`src/rtl/d_mem_arbiter_if.sv`:
```
// rtl/d_mem_arbiter_if.sv - CPU, EXT and memory signal bundle for the data memory arbiter
interface d_mem_arbiter_if #(
  parameter int ADDR_W = 12,
  parameter int DATA_W = 8
);
  // CPU load/store side
  logic              cpu_rd;
  logic              cpu_wr;
  logic [ADDR_W-1:0] cpu_addr;
  logic [DATA_W-1:0] cpu_wdata;
  logic              cpu_stall;
  logic [DATA_W-1:0] cpu_rdata;
  logic              cpu_rvld;
  // EXT (DMA/debug) side
  logic              ext_req;
  logic              ext_wr;
  logic              ext_last;
  logic [ADDR_W-1:0] ext_addr;
  logic [DATA_W-1:0] ext_wdata;
  logic              ext_gnt;
  logic [DATA_W-1:0] ext_rdata;
  logic              ext_rvld;
  // single-port memory side
  logic              mem_en;
  logic              mem_wr;
  logic [ADDR_W-1:0] mem_addr;
  logic [DATA_W-1:0] mem_wdata;
  logic [DATA_W-1:0] mem_rdata;

  // arbiter view
  modport slave (
    input  cpu_rd, cpu_wr, cpu_addr, cpu_wdata,
    output cpu_stall, cpu_rdata, cpu_rvld,
    input  ext_req, ext_wr, ext_last, ext_addr, ext_wdata,
    output ext_gnt, ext_rdata, ext_rvld,
    output mem_en, mem_wr, mem_addr, mem_wdata,
    input  mem_rdata
  );

  // requester/memory environment view
  modport master (
    output cpu_rd, cpu_wr, cpu_addr, cpu_wdata,
    input  cpu_stall, cpu_rdata, cpu_rvld,
    output ext_req, ext_wr, ext_last, ext_addr, ext_wdata,
    input  ext_gnt, ext_rdata, ext_rvld,
    input  mem_en, mem_wr, mem_addr, mem_wdata,
    output mem_rdata
  );
endinterface

```
`src/rtl/d_mem_arbiter.sv`:
```
// rtl/d_mem_arbiter.sv - data memory arbiter (CPU vs EXT) with locked EXT bursts; optional macro D_MEM_ARB_RR_EN
module d_mem_arbiter #(
  parameter int ADDR_W        = 12,
  parameter int DATA_W        = 8,
  parameter int MAX_EXT_WAIT  = 4,
  parameter int MAX_EXT_BURST = 8
) (
  input  logic           clk,
  input  logic           reset_,
  d_mem_arbiter_if.slave bus
);

  localparam int BW = $clog2(MAX_EXT_BURST + 1);
  localparam logic [BW-1:0] BURST_MAX = BW'(MAX_EXT_BURST);
  localparam logic [BW-1:0] BURST_ONE = BW'(1);

  typedef enum logic {
    ARB_IDLE     = 1'b0,
    ARB_EXT_LOCK = 1'b1
  } arb_state_e;

  arb_state_e    state_q, state_d;
  logic [BW-1:0] burst_cnt_q, burst_cnt_d;
  logic          cpu_rd_tag_q;
  logic          ext_rd_tag_q;

  logic          cpu_req;
  logic          cpu_is_wr;
  logic          cpu_win;
  logic          ext_win;
  logic          burst_full;

`ifdef D_MEM_ARB_RR_EN
  // 1 = EXT won the most recent grant, so CPU is next on contention
  logic          last_ext_q, last_ext_d;
`else
  localparam int WW = $clog2(MAX_EXT_WAIT + 1);
  localparam logic [WW-1:0] WAIT_MAX = WW'(MAX_EXT_WAIT);
  logic [WW-1:0] wait_cnt_q, wait_cnt_d;
`endif

  // a simultaneous rd+wr request is handled as a write
  assign cpu_req    = bus.cpu_rd | bus.cpu_wr;
  assign cpu_is_wr  = bus.cpu_wr;
  assign burst_full = (burst_cnt_q == BURST_MAX);

  // state register, counters and read-owner tags
  always_ff @(posedge clk or negedge reset_) begin
    if (!reset_) begin
      state_q      <= ARB_IDLE;
      burst_cnt_q  <= '0;
      cpu_rd_tag_q <= 1'b0;
      ext_rd_tag_q <= 1'b0;
`ifdef D_MEM_ARB_RR_EN
      last_ext_q   <= 1'b1;
`else
      wait_cnt_q   <= '0;
`endif
    end else begin
      state_q      <= state_d;
      burst_cnt_q  <= burst_cnt_d;
      cpu_rd_tag_q <= cpu_win & ~cpu_is_wr;
      ext_rd_tag_q <= ext_win & ~bus.ext_wr;
`ifdef D_MEM_ARB_RR_EN
      last_ext_q   <= last_ext_d;
`else
      wait_cnt_q   <= wait_cnt_d;
`endif
    end
  end

  // next-state: lock entry/exit, burst length and fairness bookkeeping
  always_comb begin
    state_d     = state_q;
    burst_cnt_d = burst_cnt_q;
    unique case (state_q)
      ARB_IDLE: begin
        if (ext_win && !bus.ext_last) begin
          state_d     = ARB_EXT_LOCK;
          burst_cnt_d = BURST_ONE;
        end
      end
      ARB_EXT_LOCK: begin
        if (cpu_win || (ext_win && bus.ext_last)) begin
          state_d     = ARB_IDLE;
          burst_cnt_d = '0;
        end else if (ext_win && !burst_full) begin
          burst_cnt_d = burst_cnt_q + BURST_ONE;
        end
      end
      default: begin
        state_d     = ARB_IDLE;
        burst_cnt_d = '0;
      end
    endcase
`ifdef D_MEM_ARB_RR_EN
    last_ext_d = last_ext_q;
    if (cpu_win) begin
      last_ext_d = 1'b0;
    end else if (ext_win) begin
      last_ext_d = 1'b1;
    end
`else
    wait_cnt_d = wait_cnt_q;
    if (ext_win) begin
      wait_cnt_d = '0;
    end else if (bus.ext_req && (wait_cnt_q != WAIT_MAX)) begin
      wait_cnt_d = wait_cnt_q + WW'(1);
    end
`endif
  end

  // grant decision; an exhausted lock hands the next slot straight to a waiting CPU
  always_comb begin
    cpu_win = 1'b0;
    ext_win = 1'b0;
    if (reset_) begin
      unique case (state_q)
        ARB_IDLE: begin
`ifdef D_MEM_ARB_RR_EN
          cpu_win = (cpu_req && bus.ext_req) ? last_ext_q : cpu_req;
`else
          cpu_win = cpu_req && (wait_cnt_q != WAIT_MAX);
`endif
          ext_win = bus.ext_req && !cpu_win;
        end
        ARB_EXT_LOCK: begin
          cpu_win = cpu_req && burst_full;
          ext_win = bus.ext_req && !cpu_win;
        end
        default: begin
          cpu_win = 1'b0;
          ext_win = 1'b0;
        end
      endcase
    end
  end

  // outputs: memory mux from the winner, stall/grant, and tagged read return
  always_comb begin
    bus.mem_en    = cpu_win | ext_win;
    bus.mem_wr    = 1'b0;
    bus.mem_addr  = '0;
    bus.mem_wdata = '0;
    if (cpu_win) begin
      bus.mem_wr    = cpu_is_wr;
      bus.mem_addr  = bus.cpu_addr;
      bus.mem_wdata = bus.cpu_wdata;
    end else if (ext_win) begin
      bus.mem_wr    = bus.ext_wr;
      bus.mem_addr  = bus.ext_addr;
      bus.mem_wdata = bus.ext_wdata;
    end
    bus.cpu_stall = reset_ & cpu_req & ~cpu_win;
    bus.ext_gnt   = ext_win;
    bus.cpu_rvld  = cpu_rd_tag_q;
    bus.ext_rvld  = ext_rd_tag_q;
    bus.cpu_rdata = cpu_rd_tag_q ? bus.mem_rdata : '0;
    bus.ext_rdata = ext_rd_tag_q ? bus.mem_rdata : '0;
  end

endmodule

```
`src/flat_wrapper.sv`:
```
// flat-port wrapper written by rule: the top's interface ports become plain ports
module d_mem_arbiter_flat 
#(
  parameter int ADDR_W        = 12,
  parameter int DATA_W        = 8,
  parameter int MAX_EXT_WAIT  = 4,
  parameter int MAX_EXT_BURST = 8
)
  (clk, reset_, bus_cpu_rd, bus_cpu_wr, bus_cpu_addr, bus_cpu_wdata, bus_cpu_stall, bus_cpu_rdata, bus_cpu_rvld, bus_ext_req, bus_ext_wr, bus_ext_last, bus_ext_addr, bus_ext_wdata, bus_ext_gnt, bus_ext_rdata, bus_ext_rvld, bus_mem_en, bus_mem_wr, bus_mem_addr, bus_mem_wdata, bus_mem_rdata);
  d_mem_arbiter_if #(.ADDR_W(ADDR_W), .DATA_W(DATA_W)) bus_i ();
  input  logic clk;
  input  logic reset_;
  input wire logic [$bits(bus_i.cpu_rd)-1:0] bus_cpu_rd;
  input wire logic [$bits(bus_i.cpu_wr)-1:0] bus_cpu_wr;
  input wire logic [$bits(bus_i.cpu_addr)-1:0] bus_cpu_addr;
  input wire logic [$bits(bus_i.cpu_wdata)-1:0] bus_cpu_wdata;
  output wire logic [$bits(bus_i.cpu_stall)-1:0] bus_cpu_stall;
  output wire logic [$bits(bus_i.cpu_rdata)-1:0] bus_cpu_rdata;
  output wire logic [$bits(bus_i.cpu_rvld)-1:0] bus_cpu_rvld;
  input wire logic [$bits(bus_i.ext_req)-1:0] bus_ext_req;
  input wire logic [$bits(bus_i.ext_wr)-1:0] bus_ext_wr;
  input wire logic [$bits(bus_i.ext_last)-1:0] bus_ext_last;
  input wire logic [$bits(bus_i.ext_addr)-1:0] bus_ext_addr;
  input wire logic [$bits(bus_i.ext_wdata)-1:0] bus_ext_wdata;
  output wire logic [$bits(bus_i.ext_gnt)-1:0] bus_ext_gnt;
  output wire logic [$bits(bus_i.ext_rdata)-1:0] bus_ext_rdata;
  output wire logic [$bits(bus_i.ext_rvld)-1:0] bus_ext_rvld;
  output wire logic [$bits(bus_i.mem_en)-1:0] bus_mem_en;
  output wire logic [$bits(bus_i.mem_wr)-1:0] bus_mem_wr;
  output wire logic [$bits(bus_i.mem_addr)-1:0] bus_mem_addr;
  output wire logic [$bits(bus_i.mem_wdata)-1:0] bus_mem_wdata;
  input wire logic [$bits(bus_i.mem_rdata)-1:0] bus_mem_rdata;
  assign bus_i.cpu_rd = bus_cpu_rd;
  assign bus_i.cpu_wr = bus_cpu_wr;
  assign bus_i.cpu_addr = bus_cpu_addr;
  assign bus_i.cpu_wdata = bus_cpu_wdata;
  assign bus_cpu_stall = bus_i.cpu_stall;
  assign bus_cpu_rdata = bus_i.cpu_rdata;
  assign bus_cpu_rvld = bus_i.cpu_rvld;
  assign bus_i.ext_req = bus_ext_req;
  assign bus_i.ext_wr = bus_ext_wr;
  assign bus_i.ext_last = bus_ext_last;
  assign bus_i.ext_addr = bus_ext_addr;
  assign bus_i.ext_wdata = bus_ext_wdata;
  assign bus_ext_gnt = bus_i.ext_gnt;
  assign bus_ext_rdata = bus_i.ext_rdata;
  assign bus_ext_rvld = bus_i.ext_rvld;
  assign bus_mem_en = bus_i.mem_en;
  assign bus_mem_wr = bus_i.mem_wr;
  assign bus_mem_addr = bus_i.mem_addr;
  assign bus_mem_wdata = bus_i.mem_wdata;
  assign bus_i.mem_rdata = bus_mem_rdata;
  d_mem_arbiter #(.ADDR_W(ADDR_W), .DATA_W(DATA_W), .MAX_EXT_WAIT(MAX_EXT_WAIT), .MAX_EXT_BURST(MAX_EXT_BURST)) u_core (.clk(clk), .reset_(reset_), .bus(bus_i));
endmodule
```
`config.mk`:
```
export PLATFORM = sky130hd
export DESIGN_NAME = d_mem_arbiter_flat
export DESIGN_NICKNAME = d
export VERILOG_FILES = /design/src/rtl/d_mem_arbiter_if.sv /design/src/rtl/d_mem_arbiter.sv /design/src/flat_wrapper.sv
export SDC_FILE = /design/constraint.sdc
export NUM_CORES = 1
export LEC_CHECK = 0
export BUFFER_PORTS_ARGS = -buffer_cell sky130_fd_sc_hd__clkbuf_2
export CAP_MARGIN = 10
export CORE_ASPECT_RATIO = 1.2
export CORE_MARGIN = 10
export CORE_UTILIZATION = 36
export DETAILED_ROUTE_END_ITERATION = 10
export PLACE_DENSITY = 0.81
export SYNTH_ARGS = -nofsm -noshare
export SYNTH_HDL_FRONTEND = slang
export SYNTH_SLANG_ARGS = --single-unit
```
`constraint.sdc`:
```
create_clock -name clk -period 2 [get_ports clk]
set_input_delay 0.3 -clock clk [delete_from_list [all_inputs] [get_ports clk]]
set_output_delay 0.3 -clock clk [all_outputs]
set_load 0.01 [all_outputs]
```
=== Yosys cells after proc, flatten, opt, wreduce, memory -nomap -nowiden ===
Cells that the tools add are included.

* Add/subtract/negate cells: 2
* Eq/ne operators: 4
* Multiplexer cells: 21
* Bitwise logic cells: 10
* Reduce and logical (&&, ||, !) cells: 15

{| class="wikitable"
|+ Operators by type and width
! kind !! count
|-
| $mux W8 || 4
|-
| $mux W12 || 2
|-
| $mux W4 || 3
|-
| $logic_and A1 B1 Y1 || 8
|-
| $pmux W4 S2 || 1
|-
| $mux W1 || 6
|-
| $mux W3 || 2
|-
| $ne A3 B3 Y1 const B || 2
|-
| $pmux W1 S2 || 3
|-
| $add A4 B1 Y4 const B || 1
|-
| $and A1 B1 Y1 || 4
|-
| $eq A4 B4 Y1 const B || 1
|-
| $logic_not A1 Y1 || 4
|-
| $not A1 Y1 || 4
|-
| $add A3 B1 Y3 const B || 1
|-
| $ne A2 B1 Y1 const B || 1
|-
| $or A1 B1 Y1 || 2
|-
| $reduce_and A2 Y1 || 1
|-
| $reduce_bool A2 Y1 || 1
|-
| $logic_or A1 B1 Y1 || 1
|}

* Flip-flop bits (word level): 10
* Bits of input ports: 55
* Output and inout bits: 42
* Logic and storage cells: 57

=== Depth between registers and ports, before layout ===
* Word-level depth: 10
* Depth in mapped cells: 8
* Depth with buffers taken out: 6

=== Least setup slack after synthesis ===
Ideal clock, no wire load.

* Path type: register -> output
* From: register u_core.burst_cnt_q[0]
* To: output bus_mem_addr[10]
* Arrival: 1484 ps
* Required time: 1700 ps
* Setup slack: 216 ps
* Stages on the path, launching flop included: 9
* Path buffers: 2
* Path through: dfrtp_1 inv_1 ha_1 nand3b_4 a21oi_2 and3_1 buf_4 buf_6 a22o_1

* Word-level cells in the longest chain between the ends: 8
* Elaborated cells on any way between the ends: 10
* Classes of those cells: 1 x eq/ne; 6 x mux; 3 x reduce/logical

{| class="wikitable"
|+ RTL lines
! what !! line !! source
|-
| start: declaration || d_mem_arbiter.sv:23 || <nowiki>logic [BW-1:0] burst_cnt_q, burst_cnt_d;</nowiki>
|-
| start signal: assignment || d_mem_arbiter.sv:61 || <nowiki>burst_cnt_q <= burst_cnt_d;</nowiki>
|-
| $eq A4 B4 Y1 * || d_mem_arbiter.sv:45 || <nowiki>assign burst_full = (burst_cnt_q == BURST_MAX);</nowiki>
|-
| $logic_and A1 B1 Y1 * || d_mem_arbiter.sv:128 || <nowiki>cpu_win = cpu_req && burst_full;</nowiki>
|-
| $logic_not A1 Y1 || d_mem_arbiter.sv:129 || <nowiki>ext_win = bus.ext_req && !cpu_win;</nowiki>
|-
| $logic_and A1 B1 Y1 || d_mem_arbiter.sv:129 ||
|-
| $pmux W1 S2 || d_mem_arbiter.sv:118 || <nowiki>unique case (state_q)</nowiki>
|-
| $mux W1 || d_mem_arbiter.sv:117 || <nowiki>if (reset_) begin</nowiki>
|-
| $mux W12 || d_mem_arbiter.sv:149 || <nowiki>end else if (ext_win) begin</nowiki>
|-
| $mux W12 * || d_mem_arbiter.sv:145 || <nowiki>if (cpu_win) begin</nowiki>
|-
| end: declaration || flat_wrapper.sv:30 || <nowiki>output wire logic [$bits(bus_i.mem_addr)-1:0] bus_mem_addr;</nowiki>
|}

Every way passes the cells marked *; elsewhere a longest branch is shown, timed or not.

=== Final worst setup path ===
* From: register u_core.wait_cnt_q[0]
* To: output bus_mem_addr[1]

* Word-level cells in the longest chain between the ends: 8
* Elaborated cells on any way between the ends: 10
* Classes of those cells: 1 x eq/ne; 6 x mux; 3 x reduce/logical

{| class="wikitable"
|+ RTL lines
! what !! line !! source
|-
| start: declaration || d_mem_arbiter.sv:39 || <nowiki>logic [WW-1:0] wait_cnt_q, wait_cnt_d;</nowiki>
|-
| start signal: assignment || d_mem_arbiter.sv:67 || <nowiki>wait_cnt_q <= wait_cnt_d;</nowiki>
|-
| $ne A3 B3 Y1 * || d_mem_arbiter.sv:123 || <nowiki>cpu_win = cpu_req && (wait_cnt_q != WAIT_MAX);</nowiki>
|-
| $logic_and A1 B1 Y1 * || d_mem_arbiter.sv:123 ||
|-
| $logic_not A1 Y1 || d_mem_arbiter.sv:125 || <nowiki>ext_win = bus.ext_req && !cpu_win;</nowiki>
|-
| $logic_and A1 B1 Y1 || d_mem_arbiter.sv:125 ||
|-
| $pmux W1 S2 || d_mem_arbiter.sv:118 ||
|-
| $mux W1 || d_mem_arbiter.sv:117 ||
|-
| $mux W12 || d_mem_arbiter.sv:149 ||
|-
| $mux W12 * || d_mem_arbiter.sv:145 ||
|}

Marked as above.

==> results.py <==
metrics = {
    "status": {
        "status": "complete, but fails checks",
        "violations": "setup timing",
    },
    "critical_path": {
        "r2r_end": "u_core.bus.ext_rvld$_DFF_PN0_",
        "critPathArrivalTime_ps": 1940,
        "critPathCaptureType": "primary output",
        "worstPathMaxFanout": 9,
        "r2r_setup_slack_ps": 310,
        "r2r-start": "u_core.wait_cnt_q[0]$_DFFE_PN0P_",
        "crit_buf_inv": 4,
        "critPathLaunchType": "register",
        "reg2reg_depth": 9,
        "slowest_stage": "dfrtp_1",
        "path_delay_family": "buffers and inverters",
        "worstSetupPathType": "register to primary output",
        "cp.required_ps": 1700,
        "slowest_delay_ps": 380,
        "crit_chain": "inv_2 -> ha_4 -> and3b_1 -> a21oi_2 -> buf_4 -> a21oi_4 -> clkbuf_16 -> a22o_1 -> clkbuf_2",
    },
    "die": {
        "core_um2": 2580,
        "initial_core_util": 0.385,
        "rows": 20,
        "dieWidth_um": 68.0,
        "die_height_um": 77.5,
        "io_pins": 97,
        "dieArea_um2": 5270,
    },
    "yosys": {
        "synth_seq_area_share": 0.252,
        "synth_top_area_share": 0.252,
        "synth_nets": 167,
        "synth_most_common_cell": "a22o_1",
        "synthAdderAreaFrac": 0.0504,
        "synth-seq-cells": 10,
        "postSynth.asyncResetShare": 1.00,
        "synthXorXnorAreaFrac": 0.00882,
        "muxShareOfSynthArea": 0,
        "netlist_area_um2": 993,
        "synth_edf_count": 0,
        "syn_area_per_cell_um2": 9.20,
        "synthTopCellsByArea": "dfrtp_1 (25%), a22o_1 (19%), and2_1 (10%)",
        "yosysTopAreaCell": "dfrtp_1",
        "synth_compound_area_frac": 0.332,
        "synth_cell_types": 33,
        "synth_ff_type": "dfrtp_1",
        "yosys_warnings": 0,
        "synth_common_cells": "a22o_1 (21), and2_1 (16), dfrtp_1 (10)",
        "synth_top_family_by_area": "compound AO/OA/AOI/OAI gates",
        "synth-simple-area-share": 0.272,
        "syn_inst": 108,
    },
    "layout": {
        "drive_gt1_frac": 0.600,
        "fin_cells": 253,
        "num_antenna_cells": 0,
        "nets": 280,
        "syn_to_final_growth_pct": 78.7,
    },
    "clock_tree": {
        "cts_max_level": 1,
        "cts_tree": "done",
        "cts.sinks": 10,
        "clk_pin_slew_ps": 70,
        "clock_latency_ps": 270,
        "clk_path_buf_depth": 2,
        "numCtsBuffers": 3,
        "cts-root-buf": "clkbuf_4",
    },
    "routing": {
        "first_pass_iters": 4,
        "drtIter0Drc": 63,
        "viasPerCell": 5.10,
        "vias": 1290,
        "wl_per_cell_um": 17.8,
        "totalWireLength_mm": 4.49,
        "drc": 0,
        "ant_nets": 0,
    },
    "timing": {
        "whs_ps": 55.5,
        "slew_viol_final": 0,
        "clock_skew_ps": 3.68,
        "finalSetupViolCount": 23,
        "finalWorstPathRequiredPeriod_ps": 2240,
        "slew-limit-headroom": 0.681,
        "setup_slack_ps": -245,
        "worst_slew_pin_slew_ps": 473,
        "fmax_mhz": 445,
        "rsz0062_at_grt": "yes",
        "hold_viol_final": 0,
        "fin_crit_sh": 1.12,
    },
    "global_route": {
        "grt_pass1_vias": 1317,
        "grt_pass1_wl_mm": 6.62,
        "antenna_found_initial": 0,
        "grt_overflow": 0,
        "grt_usage": 0.156,
        "grt_max_degree": 27,
    },
    "placed_design": {
        "globalplace.congestion": 0.863,
        "place_hpwl_mm": 3.45,
        "dpl.cell_count": 235,
        "io_buffers": 96,
    },
    "power": {
        "powerDensity_nw_per_um2": 848,
        "ir_drop_uv": 919,
        "p_leak_nw": 1.01,
        "finalPower_mw": 1.51,
    },
    "job": {
        "maxCapViolCount": 0,
    },
    "worst_hold_path": {
        "hp-class": "input pin to asynchronous set/reset pin",
    },
}
-- power by group --
| group | leakage, nW | internal (mW) | switching, mW |
|---|---|---|---|
| sequential | 0.130 | 0.261 | 0.0550 |
| clock | 0.0210 | 0.111 | 0.0752 |
| combinational | 0.863 | 0.547 | 0.455 |
-- final cells by class --
class                   instances  area (um2)
fillers                       202         802
repair buffers                115         728
multi-input cells              87         704
flip-flops and latches         10         250
well taps                      33        41.3
clock buffers                   4        36.3
inverters                       4        15.0
-- what timing repair did --
item                       CTS  global route
hold buffers                 1             0
setup buffers               11             3
pin swaps                    1             6
gates cloned                 2             1
hold endpoints to repair     1             0
resized for setup           12            17
setup endpoints to repair   22            24
-- kinds of logic (layout without fill, tap and decap cells) --
| group | count (synthesis) | after routing |
|---|---|---|
| buffers and inverters | 11 | 123 |
| and+or+nand+nor | 43 | 43 |
| AOI/OAI and AO/OA | 39 | 39 |
| DFF | 10 | 10 |
| xor gates and xnor gates | 1 | 1 |
| adders and majority gates | 4 | 4 |
-- state kept, by name, indices dropped and copies added (netlist names) --
signal,cells
u_core.state_q,1
u_core.wait_cnt_q,3
u_core.bus.ext_rvld,1
u_core.burst_cnt_q,4
u_core.bus.cpu_rvld,1
-- per-stage QoR --
| step | util | setup WS, ps | setup TNS, ps | area (um2) |
|---|---|---|---|---|
| finish | 0.689 | -245 | -5080 | 1780 |
| global route | 0.689 | -311 | -6700 | 1780 |
| CTS | 0.676 | -195 | -3570 | 1740 |
| detailed placement | 0.585 | 31.8 | 0 | 1510 |
| global placement | 0.585 | 75.9 | 0 | 1510 |
| floorplan | - | 216 | 0 | 993 |
-- how the worst max path moves through the flow --
stage / slack [ps] / cells past startpoint / endpoint / startpoint
final: -240 / 9 / bus_mem_addr[1] / u_core.wait_cnt_q[0]$_DFFE_PN0P_
after global routing: -310 / 9 / bus_mem_wdata[1] / u_core.wait_cnt_q[0]$_DFFE_PN0P_
after CTS: -200 / 9 / bus_mem_wdata[3] / u_core.wait_cnt_q[0]$_DFFE_PN0P_
after detailed placement: 30 / 8 / bus_mem_wdata[3] / u_core.wait_cnt_q[0]$_DFFE_PN0P_
after global placement: 80 / 8 / bus_mem_wdata[1] / u_core.wait_cnt_q[0]$_DFFE_PN0P_
after floorplan: 220 / 8 / bus_mem_addr[10] / u_core.burst_cnt_q[0]$_DFFE_PN0P_
-- routing by layer --
layer / routed length (um) / up-vias / track usage
li1: - / 629 / -
met1: 1530 / 592 / 0.164
met2: 2380 / 64 / 0.287
met3: 543 / 5 / 0.0575
met4: 32 / 0 / 0.0222
met5: 0 / - / 0
-- cell usage in the layout (no fill, tap or decap), types with 2 or more instances in the layout --
cell      instances
o21a_1            2
buf_12            4
a21oi_1           3
nand2_1           6
a22o_1           21
and2b_1           2
dfrtp_1          10
a211oi_1          2
clkbuf_2         88
buf_6             6
buf_2             3
ha_4              2
nand2b_1          3
buf_4            12
ha_1              2
inv_2             4
clkbuf_4          3
nand3_1           3
nor3_1            2
nand4_1           2
and2_1           16
a21o_1            4
No activity file was read; power rests on OpenSTA's default activity.
